==> src/rtl/eth_pkg.sv <==
// Shared constants, state encoding and capture payload for the UDP command receiver.
package eth_pkg;

    localparam int unsigned OFF_W        = 16;
    localparam int unsigned BYTE_CNT_MAX = 2047;

    localparam int unsigned OFF_MAC      = 0;
    localparam int unsigned OFF_ETYPE    = 12;
    localparam int unsigned OFF_IPVER    = 14;
    localparam int unsigned OFF_PROTO    = 23;
    localparam int unsigned OFF_SRCIP    = 26;
    localparam int unsigned OFF_DSTIP    = 30;
    localparam int unsigned OFF_SRCPORT  = 34;
    localparam int unsigned OFF_DSTPORT  = 36;
    localparam int unsigned OFF_UDPLEN   = 38;
    localparam int unsigned OFF_PAYLOAD  = 42;
    localparam int unsigned CMD_PDU_LEN  = 8;

    localparam int unsigned OFF_CMD      = OFF_PAYLOAD;
    localparam int unsigned OFF_NCMD     = OFF_PAYLOAD + 2;
    localparam int unsigned OFF_PARAM    = OFF_PAYLOAD + 4;
    localparam int unsigned OFF_LAST     = OFF_PAYLOAD + CMD_PDU_LEN - 1;

    localparam logic [15:0] ETHERTYPE_IPV4 = 16'h0800;
    localparam logic [7:0]  IP_VER_IHL     = 8'h45;
    localparam logic [7:0]  IP_PROTO_UDP   = 8'h11;
    localparam logic [15:0] UDP_LEN_MIN    = 16'd16;
    localparam logic [47:0] MAC_BCAST      = 48'hFFFF_FFFF_FFFF;

    // One-hot receive states, same style as the TX session
    typedef enum logic [4:0] {
        S_IDLE    = 5'b00001,
        S_HDR     = 5'b00010,
        S_PAYLOAD = 5'b00100,
        S_WAIT    = 5'b01000,
        S_DROP    = 5'b10000
    } rx_state_e;

    // Fields shifted in from the wire while a frame streams past
    typedef struct packed {
        logic [31:0] src_ip;
        logic [15:0] src_port;
        logic [7:0]  udp_len_hi;
        logic [15:0] cmd;
        logic [15:0] ncmd;
        logic [31:0] param;
    } rx_cap_t;

    // True when off lies in [base, base+len)
    function automatic logic in_field(input logic [OFF_W-1:0] off,
                                      input int unsigned base,
                                      input int unsigned len);
        return (off >= OFF_W'(base)) && (off < OFF_W'(base + len));
    endfunction

endpackage

==> src/rtl/counter16.sv <==
// 16-bit loadable up-counter that saturates at SAT.
module counter16 #(
    parameter logic [15:0] SAT = 16'hFFFF
) (
    input  logic        clk_i,
    input  logic        rst_n_i,
    input  logic        load_i,
    input  logic [15:0] load_val_i,
    input  logic        inc_i,
    output logic [15:0] cnt_o
);

    logic [15:0] cnt_q;
    logic [15:0] cnt_d;

    // Load has priority over increment; hold at SAT
    always_comb begin
        cnt_d = cnt_q;
        if (load_i) begin
            cnt_d = load_val_i;
        end else if (inc_i && (cnt_q != SAT)) begin
            cnt_d = cnt_q + 16'd1;
        end
    end

    // Count register, synchronous active-low reset
    always_ff @(posedge clk_i) begin
        if (!rst_n_i) begin
            cnt_q <= '0;
        end else begin
            cnt_q <= cnt_d;
        end
    end

    assign cnt_o = cnt_q;

endmodule

==> src/rtl/eth_rx_field_cmp.sv <==
// Byte-serial compare of a constant field at a fixed frame offset with a sticky match.
module eth_rx_field_cmp
    import eth_pkg::*;
#(
    parameter int unsigned           OFFSET = 0,
    parameter int unsigned           BYTES  = 1,
    parameter logic [8*BYTES-1:0]    VALUE  = '0
) (
    input  logic             clk_i,
    input  logic             rst_n_i,
    input  logic             start_i,
    input  logic             valid_i,
    input  logic [OFF_W-1:0] off_i,
    input  logic [7:0]       data_i,
    output logic             match_c_o
);

    logic       match_q;
    logic       match_d;
    logic       hit;
    logic [7:0] exp_byte;

    // Expected byte for this offset; the match re-arms on start of frame
    always_comb begin
        hit      = 1'b0;
        exp_byte = '0;
        for (int unsigned i = 0; i < BYTES; i++) begin
            if (off_i == OFF_W'(OFFSET + i)) begin
                hit      = 1'b1;
                exp_byte = VALUE[8*(BYTES-1-i) +: 8];
            end
        end
        match_d = (start_i ? 1'b1 : match_q) & ~(valid_i & hit & (data_i != exp_byte));
    end

    // Sticky match register
    always_ff @(posedge clk_i) begin
        if (!rst_n_i) begin
            match_q <= 1'b0;
        end else begin
            match_q <= match_d;
        end
    end

    assign match_c_o = match_d;

endmodule

==> src/rtl/eth_cmd_rx.sv <==
// Ethernet/IPv4/UDP command receiver: filters frames, validates the command PDU, hands one command at a time to the controller.
module eth_cmd_rx
    import eth_pkg::*;
#(
    parameter logic [47:0]  LOCAL_MAC  = 48'h000A35010203,
    parameter logic [31:0]  LOCAL_IP   = 32'hC0A80102,
    parameter logic [15:0]  LOCAL_PORT = 16'd8080,
    parameter int unsigned  DROP_W     = 16
) (
    input  logic              i_clk,
    input  logic              i_rst_n,
    input  logic              i_rx_valid,
    input  logic [7:0]        i_rx_data,
    input  logic              i_rx_sof,
    input  logic              i_rx_eof,
    input  logic              i_rx_err,
    input  logic              i_cmd_finish,
    output logic [15:0]       o_cmd,
    output logic [31:0]       o_param,
    output logic              o_cmd_come,
    output logic              o_busy,
    output logic [31:0]       o_src_ip,
    output logic [15:0]       o_src_port,
    output logic [DROP_W-1:0] o_drop_cnt
);

    rx_state_e         st_q, st_d;
    rx_cap_t           cap_q, cap_d;
    logic              addr_q, addr_d;
    logic              err_q, err_d;
    logic [15:0]       cmd_q, cmd_d;
    logic [31:0]       param_q, param_d;
    logic [31:0]       sip_q, sip_d;
    logic [15:0]       sport_q, sport_d;
    logic              come_q, come_d;
    logic              busy_q, busy_d;
    logic [DROP_W-1:0] drop_q, drop_d;

    logic             start;
    logic             in_byte;
    logic [OFF_W-1:0] byte_cnt;
    logic [OFF_W-1:0] cur_off;
    logic             mac_c, bcast_c, etype_c, ip_c, port_c;
    logic             misc_bad;
    logic             hdr_ok;
    logic             err_seen;
    logic             busy_eff;
    logic             pdu_ok;
    logic             commit;
    logic             reject;

    assign start    = i_rx_valid & i_rx_sof;
    assign in_byte  = i_rx_valid & (i_rx_sof | (st_q != S_IDLE));
    assign cur_off  = i_rx_sof ? '0 : byte_cnt;
    assign err_seen = err_q | i_rx_err;
    assign busy_eff = busy_q & ~i_cmd_finish;

    // Holds the offset of the next expected byte
    counter16 #(.SAT(16'(BYTE_CNT_MAX))) u_byte_cnt (
        .clk_i      (i_clk),
        .rst_n_i    (i_rst_n),
        .load_i     (start),
        .load_val_i (16'd1),
        .inc_i      (in_byte & ~start),
        .cnt_o      (byte_cnt)
    );

    eth_rx_field_cmp #(.OFFSET(OFF_MAC), .BYTES(6), .VALUE(LOCAL_MAC)) u_mac (
        .clk_i(i_clk), .rst_n_i(i_rst_n), .start_i(start), .valid_i(in_byte),
        .off_i(cur_off), .data_i(i_rx_data), .match_c_o(mac_c)
    );

    eth_rx_field_cmp #(.OFFSET(OFF_MAC), .BYTES(6), .VALUE(MAC_BCAST)) u_bcast (
        .clk_i(i_clk), .rst_n_i(i_rst_n), .start_i(start), .valid_i(in_byte),
        .off_i(cur_off), .data_i(i_rx_data), .match_c_o(bcast_c)
    );

    eth_rx_field_cmp #(.OFFSET(OFF_ETYPE), .BYTES(2), .VALUE(ETHERTYPE_IPV4)) u_etype (
        .clk_i(i_clk), .rst_n_i(i_rst_n), .start_i(start), .valid_i(in_byte),
        .off_i(cur_off), .data_i(i_rx_data), .match_c_o(etype_c)
    );

    eth_rx_field_cmp #(.OFFSET(OFF_DSTIP), .BYTES(4), .VALUE(LOCAL_IP)) u_ip (
        .clk_i(i_clk), .rst_n_i(i_rst_n), .start_i(start), .valid_i(in_byte),
        .off_i(cur_off), .data_i(i_rx_data), .match_c_o(ip_c)
    );

    eth_rx_field_cmp #(.OFFSET(OFF_DSTPORT), .BYTES(2), .VALUE(LOCAL_PORT)) u_port (
        .clk_i(i_clk), .rst_n_i(i_rst_n), .start_i(start), .valid_i(in_byte),
        .off_i(cur_off), .data_i(i_rx_data), .match_c_o(port_c)
    );

    // Field capture, single-byte header checks and address-match tracking
    always_comb begin
        cap_d = cap_q;
        if (in_byte) begin
            if (in_field(cur_off, OFF_SRCIP, 4))   cap_d.src_ip     = {cap_q.src_ip[23:0], i_rx_data};
            if (in_field(cur_off, OFF_SRCPORT, 2)) cap_d.src_port   = {cap_q.src_port[7:0], i_rx_data};
            if (in_field(cur_off, OFF_UDPLEN, 1))  cap_d.udp_len_hi = i_rx_data;
            if (in_field(cur_off, OFF_CMD, 2))     cap_d.cmd        = {cap_q.cmd[7:0], i_rx_data};
            if (in_field(cur_off, OFF_NCMD, 2))    cap_d.ncmd       = {cap_q.ncmd[7:0], i_rx_data};
            if (in_field(cur_off, OFF_PARAM, 4))   cap_d.param      = {cap_q.param[23:0], i_rx_data};
        end

        misc_bad = in_byte &
                   (((cur_off == OFF_W'(OFF_IPVER)) && (i_rx_data != IP_VER_IHL)) ||
                    ((cur_off == OFF_W'(OFF_PROTO)) && (i_rx_data != IP_PROTO_UDP)) ||
                    ((cur_off == OFF_W'(OFF_UDPLEN + 1)) &&
                     ({cap_q.udp_len_hi, i_rx_data} < UDP_LEN_MIN)));
        hdr_ok = (mac_c | bcast_c) & etype_c & ip_c & port_c & ~misc_bad;

        addr_d = addr_q;
        if (start) begin
            addr_d = 1'b0;
        end else if (in_byte && (st_q == S_HDR) && (cur_off == OFF_W'(OFF_DSTPORT + 1)) &&
                     (mac_c | bcast_c) && ip_c && port_c) begin
            addr_d = 1'b1;
        end

        if (start) begin
            err_d = i_rx_err;
        end else if (st_q != S_IDLE) begin
            err_d = err_q | i_rx_err;
        end else begin
            err_d = 1'b0;
        end

        pdu_ok = (cap_d.ncmd == ~cap_d.cmd) & ~err_seen & ~busy_eff;
    end

    // Frame FSM: decides commit or counted reject at frame boundaries
    always_comb begin
        st_d   = st_q;
        commit = 1'b0;
        reject = 1'b0;
        if (start) begin
            reject = (st_q != S_IDLE) & addr_q;
            st_d   = i_rx_eof ? S_IDLE : S_HDR;
        end else if (i_rx_valid) begin
            case (st_q)
                S_IDLE: st_d = S_IDLE;
                S_HDR: begin
                    if (i_rx_eof) begin
                        st_d   = S_IDLE;
                        reject = addr_d;
                    end else if (!hdr_ok) begin
                        st_d = S_DROP;
                    end else if (cur_off == OFF_W'(OFF_PAYLOAD - 1)) begin
                        st_d = S_PAYLOAD;
                    end
                end
                S_PAYLOAD: begin
                    if (i_rx_eof) begin
                        st_d = S_IDLE;
                        if ((cur_off == OFF_W'(OFF_LAST)) && pdu_ok) commit = 1'b1;
                        else                                          reject = 1'b1;
                    end else if (cur_off == OFF_W'(OFF_LAST)) begin
                        st_d = S_WAIT;
                    end
                end
                S_WAIT: begin
                    if (i_rx_eof) begin
                        st_d = S_IDLE;
                        if (pdu_ok) commit = 1'b1;
                        else        reject = 1'b1;
                    end
                end
                S_DROP: begin
                    if (i_rx_eof) begin
                        st_d   = S_IDLE;
                        reject = addr_q;
                    end
                end
                default: st_d = S_IDLE;
            endcase
        end
    end

    // Output next-state: command latch, handshake flags, saturating drop count
    always_comb begin
        cmd_d   = cmd_q;
        param_d = param_q;
        sip_d   = sip_q;
        sport_d = sport_q;
        if (commit) begin
            cmd_d   = cap_d.cmd;
            param_d = cap_d.param;
            sip_d   = cap_d.src_ip;
            sport_d = cap_d.src_port;
        end
        come_d = commit;
        busy_d = commit | busy_eff;
        drop_d = drop_q;
        if (reject && (drop_q != '1)) begin
            drop_d = drop_q + DROP_W'(1);
        end
    end

    // State and output registers, synchronous active-low reset
    always_ff @(posedge i_clk) begin
        if (!i_rst_n) begin
            st_q    <= S_IDLE;
            cap_q   <= '0;
            addr_q  <= 1'b0;
            err_q   <= 1'b0;
            cmd_q   <= '0;
            param_q <= '0;
            sip_q   <= '0;
            sport_q <= '0;
            come_q  <= 1'b0;
            busy_q  <= 1'b0;
            drop_q  <= '0;
        end else begin
            st_q    <= st_d;
            cap_q   <= cap_d;
            addr_q  <= addr_d;
            err_q   <= err_d;
            cmd_q   <= cmd_d;
            param_q <= param_d;
            sip_q   <= sip_d;
            sport_q <= sport_d;
            come_q  <= come_d;
            busy_q  <= busy_d;
            drop_q  <= drop_d;
        end
    end

    assign o_cmd      = cmd_q;
    assign o_param    = param_q;
    assign o_src_ip   = sip_q;
    assign o_src_port = sport_q;
    assign o_cmd_come = come_q;
    assign o_busy     = busy_q;
    assign o_drop_cnt = drop_q;

endmodule

==> config.mk <==
export PLATFORM = sky130hd
export DESIGN_NAME = eth_cmd_rx
export DESIGN_NICKNAME = d
export VERILOG_FILES = /design/src/rtl/eth_pkg.sv /design/src/rtl/counter16.sv /design/src/rtl/eth_rx_field_cmp.sv /design/src/rtl/eth_cmd_rx.sv
export SDC_FILE = /design/constraint.sdc
export NUM_CORES = 1
export LEC_CHECK = 0
export ABC_AREA = 0
export BUFFER_PORTS_ARGS = -buffer_cell sky130_fd_sc_hd__buf_2
export CAP_MARGIN = 20
export CORE_MARGIN = 3
export CORE_UTILIZATION = 41
export CTS_CLUSTER_DIAMETER = 40
export DETAILED_ROUTE_END_ITERATION = 10
export GPL_TIMING_DRIVEN = 0
export HOLD_SLACK_MARGIN = 0.08
export SLEW_MARGIN = 5
export SYNTH_ARGS = -nofsm -noshare
export SYNTH_HDL_FRONTEND = slang
export SYNTH_SLANG_ARGS = --single-unit
==> constraint.sdc <==
create_clock -name i_clk -period 5.2 [get_ports i_clk]
set_clock_uncertainty 0.05 [all_clocks]
set_input_delay 1.04 -clock i_clk [delete_from_list [all_inputs] [get_ports i_clk]]
set_output_delay 1.04 -clock i_clk [all_outputs]
set_load 0.05 [all_outputs]
======== Word level (Yosys, flattened, before mapping) ========
Index checks and enable logic that the tools add are counted.
storage, ports and cells
  register bits ........................... 262
  bits of input ports ..................... 15
  output and inout port bits .............. 114
  logic and storage cells ................. 220
operators by class
  $add $sub $neg .......................... 2
  magnitude comparators ................... 13
  eq/ne operators ......................... 36
  muxes and demuxes ....................... 78
  bitwise gates (word level) .............. 42
  reduce and logical (&&, ||, !) cells .... 26
operator list
  operator                                                      number
  2-to-1 mux 120 bit                                            1
  equality test 16 x 6 -> 1 bit (second input constant)         7
  2-to-1 mux 8 bit                                              12
  >= comparator 16 x 6 -> 1 bit (second input constant)         5
  less-than comparator 16 x 6 -> 1 bit (second input constant)  5
  2-to-1 mux 16 bit                                             4
  2-to-1 mux 32 bit                                             2
  equality test 16 x 4 -> 1 bit (second input constant)         3
  equality test 16 x 5 -> 1 bit (second input constant)         3
  2-to-1 mux 5 bit                                              9
  2-to-1 mux 1 bit                                              39
  adder 16 x 1 -> 16 bit (second input constant)                2
  equality test 16 x 2 -> 1 bit (second input constant)         2
  equality test 16 x 3 -> 1 bit (second input constant)         2
  less-than comparator 16 x 5 -> 1 bit (second input constant)  2
  AND 1 bit                                                     26
  2-to-1 mux 6 bit                                              4
  != test 8 bit                                                 3
  logical AND 1 bit                                             17
  equality test 16 x 1 -> 1 bit (second input constant)         1
  equality test 16 bit                                          1
  >= comparator 16 x 5 -> 1 bit (second input constant)         1
  logical NOT 16 bit                                            1
  != test 16 x 11 -> 1 bit (second input constant)              1
  26 further kinds                                              44

======== Logic depth before layout (Yosys ltp) ========
Gate-level depths: netlist (run 1).
  word-level depth ........................ 23
  depth in mapped cells ................... 14

======== Hierarchy ========
A second synthesis (run 1) with hierarchy kept.
second synthesis, totals
  cell total of the unflattened synthesis .. 1239
  area, all modules ....................... 11518.5 µm²
modules (own cells, without submodules)
  module                      instances  cells each  area an instance (µm²)
  eth_cmd_rx                  1          1011        9615.5
  counter16                   1          128         1044.8
  eth_rx_field_cmp (u_ip)     1          29          232.7
  eth_rx_field_cmp (u_mac)    1          26          212.7
  eth_rx_field_cmp (u_port)   1          18          158.9
  eth_rx_field_cmp (u_etype)  1          14          152.6
  eth_rx_field_cmp (u_bcast)  1          13          101.3

======== Least setup slack after synthesis (run 1) ========
No wires, ideal clock.
  path type ............................... input -> register
  start ................................... in i_rx_sof
  end ..................................... reg drop_q[8], in the netlist o_drop_cnt[8]
  data arrival time ....................... 3.596 ns
  required time ........................... 5.080 ns
  setup slack ............................. 1.483 ns
  stages .................................. 12
  path buffers ............................ 2
  path through ............................ clkbuf_1 or3_1 nor4b_1 o2111ai_1 nand2b_1 a31oi_2 nor4b_2 o22ai_1 nand2b_4 buf_6 or4_1 a21oi_1
between the ends
  word-level cells in the longest chain between the ends .. 23
ends and longest elaborated chain
  item                                                               RTL line                text
  start, declared                                                    eth_cmd_rx.sv:14        input logic i_rx_sof,
  2-to-1 mux 16 bit                                                  eth_cmd_rx.sv:54        assign cur_off = i_rx_sof ? '0 : byte_cnt;
  logical NOT 16 bit                                                 eth_rx_field_cmp.sv:28  if (off_i == OFF_W'(OFFSET + i)) begin
  2-to-1 mux 8 bit or 2-to-1 mux 1 bit (tied branches) (6 in a row)  eth_rx_field_cmp.sv:28
  != test 8 bit or AND 1 bit (tied branches)                         eth_rx_field_cmp.sv:33  match_d = (start_i ? 1'b1 : match_q) & ~(valid_i & hit & (data_i != exp_byte));
  AND 1 bit                                                          eth_rx_field_cmp.sv:33
  NOT 1 bit                                                          eth_rx_field_cmp.sv:33
  AND 1 bit                                                          eth_rx_field_cmp.sv:33
  bitwise OR 1 bit                                                   eth_cmd_rx.sv:116       (mac_c | bcast_c) && ip_c && port_c) begin
  logical AND 1 bit                                                  eth_cmd_rx.sv:115       end else if (in_byte && (st_q == S_HDR) && (cur_off == OFF_W'(OFF_DSTPORT + 1)) &&
  logical AND 1 bit (2 in a row)                                     eth_cmd_rx.sv:116
  2-to-1 mux 1 bit                                                   eth_cmd_rx.sv:115
  2-to-1 mux 1 bit                                                   eth_cmd_rx.sv:113       if (start) begin
  2-to-1 mux 1 bit                                                   eth_cmd_rx.sv:143       if (i_rx_eof) begin
  one-hot mux 1 bit (4 select lines)                                 eth_cmd_rx.sv:140       case (st_q)
  2-to-1 mux 1 bit                                                   eth_cmd_rx.sv:139       end else if (i_rx_valid) begin
  2-to-1 mux 1 bit *                                                 eth_cmd_rx.sv:136       if (start) begin
  logical AND 1 bit *                                                eth_cmd_rx.sv:194       if (reject && (drop_q != '1)) begin
  end signal, assigned                                               eth_cmd_rx.sv:224       drop_q <= drop_d;
  end, declared                                                      eth_cmd_rx.sv:37        logic [DROP_W-1:0] drop_q, drop_d;
Every way passes the cells marked *; elsewhere a longest branch is shown, timed or not.
A chain may end at the register's enable or synchronous reset.

======== Worst setup path after layout (run 1) ========
  start ................................... reg u_byte_cnt.cnt_q[7], in the netlist u_byte_cnt.cnt_o[7]
  end ..................................... reg sip_q[4], in the netlist o_src_ip[4]
between the ends
  word-level cells in the longest chain between the ends .. 15
ends and longest elaborated chain
  item                                                                                   RTL line           text
  start, declared                                                                        counter16.sv:13    logic [15:0] cnt_q;
  start signal, assigned                                                                 counter16.sv:31    cnt_q <= cnt_d;
  2-to-1 mux 16 bit *                                                                    eth_cmd_rx.sv:54
  >= comparator 16 x 6 -> 1 bit or less-than comparator 16 x 6 -> 1 bit (tied branches)  eth_pkg.sv:53      return (off >= OFF_W'(base)) && (off < OFF_W'(base + len));
  logical AND 1 bit                                                                      eth_pkg.sv:53
  2-to-1 mux 16 bit                                                                      eth_cmd_rx.sv:100  if (in_field(cur_off, OFF_CMD, 2)) cap_d.cmd = {cap_q.cmd[7:0], i_rx_data};
  2-to-1 mux 120 bit                                                                     eth_cmd_rx.sv:96   if (in_byte) begin
  NOT 16 bit                                                                             eth_cmd_rx.sv:128  pdu_ok = (cap_d.ncmd == ~cap_d.cmd) & ~err_seen & ~busy_eff;
  equality test 16 bit                                                                   eth_cmd_rx.sv:128
  AND 1 bit (2 in a row)                                                                 eth_cmd_rx.sv:128
  logical AND 1 bit                                                                      eth_cmd_rx.sv:155  if ((cur_off == OFF_W'(OFF_LAST)) && pdu_ok) commit = 1'b1;
  2-to-1 mux 1 bit                                                                       eth_cmd_rx.sv:155
  2-to-1 mux 1 bit                                                                       eth_cmd_rx.sv:153  if (i_rx_eof) begin
  one-hot mux 1 bit (2 select lines)                                                     eth_cmd_rx.sv:140
  2-to-1 mux 1 bit                                                                       eth_cmd_rx.sv:139
  2-to-1 mux 1 bit                                                                       eth_cmd_rx.sv:136
  end signal, assigned                                                                   eth_cmd_rx.sv:220  sip_q <= sip_d;
  end, declared                                                                          eth_cmd_rx.sv:33   logic [31:0] sip_q, sip_d;
Marks and branches as above.

==> metrics.md, run 1 <==
| Metric | Value |
|---|---|
| CP max stage cell | `nor4b_1` |
| PwrDens | `371.7 mW/mm2` |
| Final GP Congestion | `0.9128` |
| Die area | `0.02952 mm2` |
| Worst min-delay path endpoint | `cap_q[27]` |
| Final period utilization | `0.8285` |
| Worst-Margin Slew | `0.9468 ns` |
| Post-DP HPWL | `24170 um` |
| Netlist cell types | `79` |
| Int Pwr | `3.953 mW` |
| Status | `completed` |
| Max Cap Viol | `0` |
| Initial antenna violation count | `0` |
| Peak supply drop | `0.0003283 V` |
| Clock Latency Late Sink | `0.54 ns` |
| IO Count | `129` |
| Leakage power | `5.252 nW` |
| Synth area leaders | `dfxtp_1 (47%), nor2_1 (10%), a21oi_1 (8.8%)` |
| Number of global-route vias before repair | `9746` |
| Pin count of the biggest net entering global routing | `14` |
| Flop pwr share | `0.391` |
| Setup TNS | `0 ns` |
| Clk network pwr share | `0.580` |
| Psw | `1.198 mW` |
| Synthesis-to-finish area growth | `22.93%` |
| FF+latch area | `0.005245 mm2` |
| Root buffer cell | `clkbuf_16` |
| Syn. warnings | `0` |
| Hold slack | `0.4116 ns` |
| Routed Antenna Nets | `0` |
| Core footprint | `0.02703 mm2` |
| Final setup margin | `0.8916 ns` |
| IO buf count | `125` |
| Max transition margin | `0.3688` |
| Post-CTS setup buffers | `0` |
| Starting Density | `0.4171` |
| Slew Limit Fails | `0` |
| Synth cell count leaders | `nor2_1 (304), dfxtp_1 (262), a21oi_1 (198)` |
| EDFF count, synth | `0` |
| CTS H-Tree Depth | `2` |
| Net Sw Frac | `0.2326` |
| Die Y-Extent | `171.8 um` |
| Final setup viols | `0` |
| Yosys top cell area share | `0.4653` |
| Cells after synthesis | `1360` |
| DP Area | `0.01233 mm2` |
| Startpoint Class | `flip-flop` |
| DRC viols | `0` |
| Footprint of the multi-input gates | `0.005582 mm2` |
| Clk slew on worst S/H paths | `0.05 ns` |
| Critical Path AT | `4.72 ns` |
| Hold depth | `2` |
| Power Total | `5.151 mW` |
| CP max FO | `10` |
| Fraction of registers with async set/reset | `0` |
| First-pass GRT wire length | `52920 um` |
| Critical R2R Launch | `u_byte_cnt.cnt_o[7]` |
| # rows | `60` |
| Average wire per standard cell | `17.73 um` |
| WL final | `33770 um` |
| DRT iter0 DRCs | `741` |
| Total GRT Usage | `0.2250` |
| Dpl ws | `0.4424 ns` |
| Final Net Count | `1548` |
| Proportion of layout cells with a drive suffix above 1 | `0.1624` |
| Combinational share of power | `0.029` |
| CP required | `5.61 ns` |
| Leading cell type by number of instances after synthesis | `nor2_1` |
| DRT Pass-1 Iters | `6` |
| CTS tree | `built` |
| Fillers | `2658` |
| #FFs+latches synth | `262` |
| Synth area leader | `dfxtp_1` |
| Fmax | `232.1 MHz` |
| Max stage delay on crit path | `0.67 ns` |
| Worst R2R Path Depth | `13` |
| Number of clock sinks | `262` |
| Post-cts repair resize count | `0` |
| Setup crit end kind | `flip-flop` |
| Post-CTS Hold Buffers | `0` |
| Worst reg2reg path endpoint | `o_src_ip[4]` |
| Post-synthesis sequential area ratio | `0.4653` |
| CTS max path bufs | `3` |
| Synthesized area | `0.01127 mm2` |
| Worst hold path type | `reg2reg` |
| Die X | `171.8 um` |
| Number of clock buffers inserted by TritonCTS | `43` |
| Crit Path Category | `reg2reg` |
| Number of diodes | `0` |
| Unrepaired setup endpoints after global routing | `no` |
| Avg Inst Size Synth | `8.289 um2` |
| Cell area after layout | `0.01386 mm2` |
| Avg Vias per Cell | `5.390` |
| Vias | `10270` |
| R2R Setup Slk | `0.89 ns` |
| Fin crit period | `4.308 ns` |
| Grt ovf | `0` |
| Crit-path cells | `clkbuf_1, nor4b_1, nand2_1, nor3_4, buf_2, mux2i_1, xnor2_1, nor2_1, nand4b_1, clkbuf_1, buf_2, a21oi_1, nor2_1` |
| Synth Flop Type | `dfxtp_1` |
| Syn_nets | `1377` |
| Hold Crit Start | `cap_q[27]` |
| Final hold vios | `0` |
[logic make-up (layout without fill, tap and decap cells)]
family | count (synthesis) | after routing | share of synthesized area
AND/OR/NAND/NOR | 598 | 598 | 0.2478
AO/OA/AOI/OAI | 271 | 271 | 0.1394
flip-flops | 262 | 262 | 0.4653
buffers and inverters | 103 | 307 | 0.03962
multiplexers | 83 | 83 | 0.07381
XOR/XNOR | 41 | 41 | 0.03185
adder cells (fa/ha/maj) | 2 | 2 | 0.002219
[routing by layer]
metal,vias to the layer above,global-route usage,part of all wire
met5,-,0,0
met4,0,0.06456,0.023
met3,62,0.04367,0.063
met2,318,0.3495,0.44
met1,4816,0.3195,0.48
li1,5072,-,-
[power groups by stage]
stage | sequential (mW) | combinational [mW] | clock, mW
after floorplan | 2.06 | 0.0894 | 0
after global placement | 2.06 | 0.144 | 0
after detailed placement | 2.06 | 0.145 | 0
final | 2.02 | 0.148 | 2.99
after CTS | 2.02 | 0.146 | 3.03
after global routing | 2.02 | 0.160 | 3.12
[metrics by stage]
stage | util | instances
floorplan | - | 1360
global placement | 0.4561 | 1826
detailed placement | 0.4563 | 1827
CTS | 0.5128 | 1905
global route | 0.5128 | 1905
finish | 0.5128 | 1905
[cell usage in the layout (no fill, tap or decap), types with 5 or more instances in the layout]
master / count
a31oi_1: 5
o31ai_1: 6
or3_1: 14
or4_1: 12
nor2b_1: 10
nand4_1: 13
nand2_1: 120
nor3_1: 15
dfxtp_1: 262
o21ai_0: 12
inv_1: 9
xor2_1: 22
clkbuf_1: 65
and3_1: 9
xnor2_1: 19
buf_2: 150
a21oi_1: 198
mux2i_1: 82
nand3b_1: 6
clkbuf_16: 45
nor2_1: 304
nand2b_1: 8
nor4_1: 15
nand3_1: 36
bufinv_16: 5
inv_6: 7
[worst max path at each step]
| stage | from | endpoint | depth (start not counted) |
|---|---|---|---|
| finish | u_byte_cnt.cnt_o[7] | o_src_ip[4] | 13 |
| global route | i_rx_valid | o_src_port[15] | 12 |
| detailed placement | i_rx_valid | o_src_ip[7] | 13 |
| global placement | i_rx_valid | o_src_ip[8] | 13 |
| CTS | i_rx_valid | o_src_ip[4] | 13 |
| floorplan | i_rx_sof | o_drop_cnt[8] | 12 |
[critical path, delay by kind of cell, from the launching register on]
kind            cells  cell delay, ns
simple gates        6            1.80
buf+inv             4            1.46
mux                 1            0.31
flops               1            0.29
xor+xnor            1            0.20
compound gates      1            0.11
[state kept, by name (all words and copies together), names as in the netlist]
name and cells:
o_busy 1, o_src_port 16, u_etype.match_q 1, u_port.match_q 1, o_param 32, addr_q 1
err_q 1, u_ip.match_q 1, cap_q 120, st_q 5, o_drop_cnt 16, o_src_ip 32
u_bcast.match_q 1, o_cmd 16, o_cmd_come 1, u_mac.match_q 1, u_byte_cnt.cnt_o 16
[layout make-up]
type / count / area share
flip-flops and latches: 262 / 0.3785
multi-input cells: 995 / 0.4028
repair buffers: 126 / 0.04550
inverters: 10 / 0.002709
clock buffers: 52 / 0.08532
well taps: 341 / 0.03079
plain buffers: 93 / 0.02952
clock inverters: 26 / 0.02492
(Power assumes the default switching activity.)
==> inputs of run 2 (changes only) <==
Clock period 5.2 ns to 3.67 ns, I/O delays scaled along.
==> run 2 against run 1 <==
  * Wire length up 1.4%
  * Largest power group unchanged
  * Largest cell class unchanged
  * Critical endpoint is now o_drop_cnt[8]
  * First-iteration DRC count is 8.8% lower
  * Via count grew 0.79%
==> metrics.md, run 2 (same netlist as run 1, synthesis figures left out) <==
| Metric | Value |
|---|---|
| Number of clock sinks | `262` |
| Cell area after layout | `0.01433 mm2` |
| DRT Pass-1 Iters | `6` |
| Unrepaired setup endpoints after global routing | `yes` |
| Routed Antenna Nets | `0` |
| Commonest non-fill, non-tap cells in the layout | `nor2_1 (295), dfxtp_1 (257), a21oi_1 (185)` |
| Final GP Congestion | `0.9128` |
| Max transition margin | `0.3719` |
| CP required | `4.08 ns` |
| Average wire per standard cell | `17.86 um` |
| Critical path depth | `11` |
| Final period utilization | `0.9791` |
| Avg Vias per Cell | `5.399` |
| Die Y-Extent | `171.8 um` |
| Final hold vios | `0` |
| Vias | `10350` |
| Leakage power | `5.406 nW` |
| CP max FO | `10` |
| Root buffer cell | `clkbuf_16` |
| Top reg by flops | `cap_q` |
| Fin crit period | `3.593 ns` |
| CTS tree | `built` |
| CP max stage cell | `buf_1` |
| Post-route insts no fill | `1917` |
| DRT iter0 DRCs | `676` |
| Post-DP HPWL | `24170 um` |
| Critical Path AT | `4.00 ns` |
| Number of flip-flops in the largest register | `120` |
| CTS max path bufs | `3` |
| Fmax | `278.3 MHz` |
| Max stage delay on crit path | `0.75 ns` |
| Grt ovf | `0` |
| Setup TNS | `0 ns` |
| CTS H-Tree Depth | `2` |
| Final setup margin | `0.07656 ns` |
| Synthesis-to-finish area growth | `27.11%` |
| First-pass GRT wire length | `53120 um` |
| Number of diodes | `0` |
| Worst-Margin Slew | `0.9421 ns` |
| Crit path buf inv count | `3` |
| DRC viols | `0` |
| # rows | `60` |
| WL final | `34250 um` |
| Clock Latency Late Sink | `0.54 ns` |
| Final Net Count | `1560` |
| IO Count | `129` |
| Pin count of the biggest net entering global routing | `14` |
| Startpoint Class | `primary input` |
| Slew Limit Fails | `0` |
| Starting Density | `0.4171` |
| Die X | `171.8 um` |
| Total GRT Usage | `0.2256` |
| Crit Path Category | `in2reg` |
| Hold slack | `0.4108 ns` |
| Max Cap Viol | `0` |
| Die area | `0.02952 mm2` |
| Setup crit end kind | `flip-flop` |
| Proportion of layout cells with a drive suffix above 1 | `0.2037` |
| Worst hold path type | `reg2reg` |
| Worst R2R Path Depth | `12` |
| Peak supply drop | `0.0004636 V` |
| Clk slew on worst S/H paths | `0.05 ns` |
| Hold depth | `2` |
| Crit-path cells | `clkbuf_1, buf_1, nand4_1, a211oi_2, a31oi_2, nor4b_2, o22ai_2, nand2b_4, buf_8, or4_1, a21oi_1` |
| Crit-path leading delay family | `buffers and inverters` |
| PwrDens | `510.1 mW/mm2` |
| Commonest non-fill, non-tap cell in the layout | `nor2_1` |
| Placed cell count | `1827` |
| IO buf count | `125` |
| Number of global-route vias before repair | `9781` |
| Fillers | `2621` |
| Final setup viols | `0` |
| DP Area | `0.01233 mm2` |
| Initial antenna violation count | `0` |
| Number of clock buffers inserted by TritonCTS | `43` |
| Status | `completed` |
| Dpl ws | `-0.7816 ns` |
| Core footprint | `0.02703 mm2` |
## run 2: cell count changes in the layout (fill, tap and decap cells not counted), sizes merged
| cell | delta |
|---|---|
| buf | +11 |
| clkbuf | +1 |
## run 2: per-stage QoR
stage / util / power, mW
after floorplan: - / 3.042
after global placement: 0.4561 / 3.121
after detailed placement: 0.4563 / 3.123
after CTS: 0.5168 / 7.357
after global routing: 0.5302 / 7.509
final: 0.5302 / 7.310
## run 2: final timing paths
check | startpoint | to | slack [ns]
min | cap_q[27] | cap_q[27] | 0.41
max | i_rx_data[1] | o_drop_cnt[8] | 0.08
min reg2reg | cap_q[27] | cap_q[27] | 0.41
max reg2reg | u_byte_cnt.cnt_o[13] | o_drop_cnt[8] | 0.09
## run 2: final cells by class
| type | instances | area, um2 | area share |
|---|---|---|---|
| clock inverter | 26 | 345.3 | 0.02410 |
| sequential | 262 | 5254 | 0.3666 |
| buffer | 92 | 478.0 | 0.03335 |
| multi-input combinational | 995 | 5861 | 0.4090 |
| timing repair buffer | 139 | 745.7 | 0.05204 |
| tap | 341 | 426.7 | 0.02977 |
| clock buffer | 52 | 1182 | 0.08251 |
| inverter | 10 | 37.54 | 0.002619 |
## run 2: what timing repair did
action / in CTS / in global routing
setup endpoints to repair: 109 / 117
setup buffers: 4 / 8
pin swaps: 4 / 13
gates cloned: 0 / 1
resized for setup: 17 / 90
hold buffers: 0 / 0
## run 2: per-layer routing
metal,GRT usage,part of all wire
met1,0.3194,0.47
met2,0.3517,0.44
met3,0.04436,0.063
met4,0.06387,0.024
met5,0,0
## run 2: tightest hold or removal path, delay by kind of cell (launching register included)
kind,cells,cell delay [ns]
AO/OA/AOI/OAI,1,0.05
AND/OR/NAND/NOR,1,0.06
flip-flops,1,0.29
## run 2: power by group
part           internal, mW  switching, mW  leakage (nW)  total [mW]
clock network          2.70           1.53         0.737        4.23
registers              2.85        0.00426          2.11        2.86
logic                0.0589          0.167          2.56       0.226
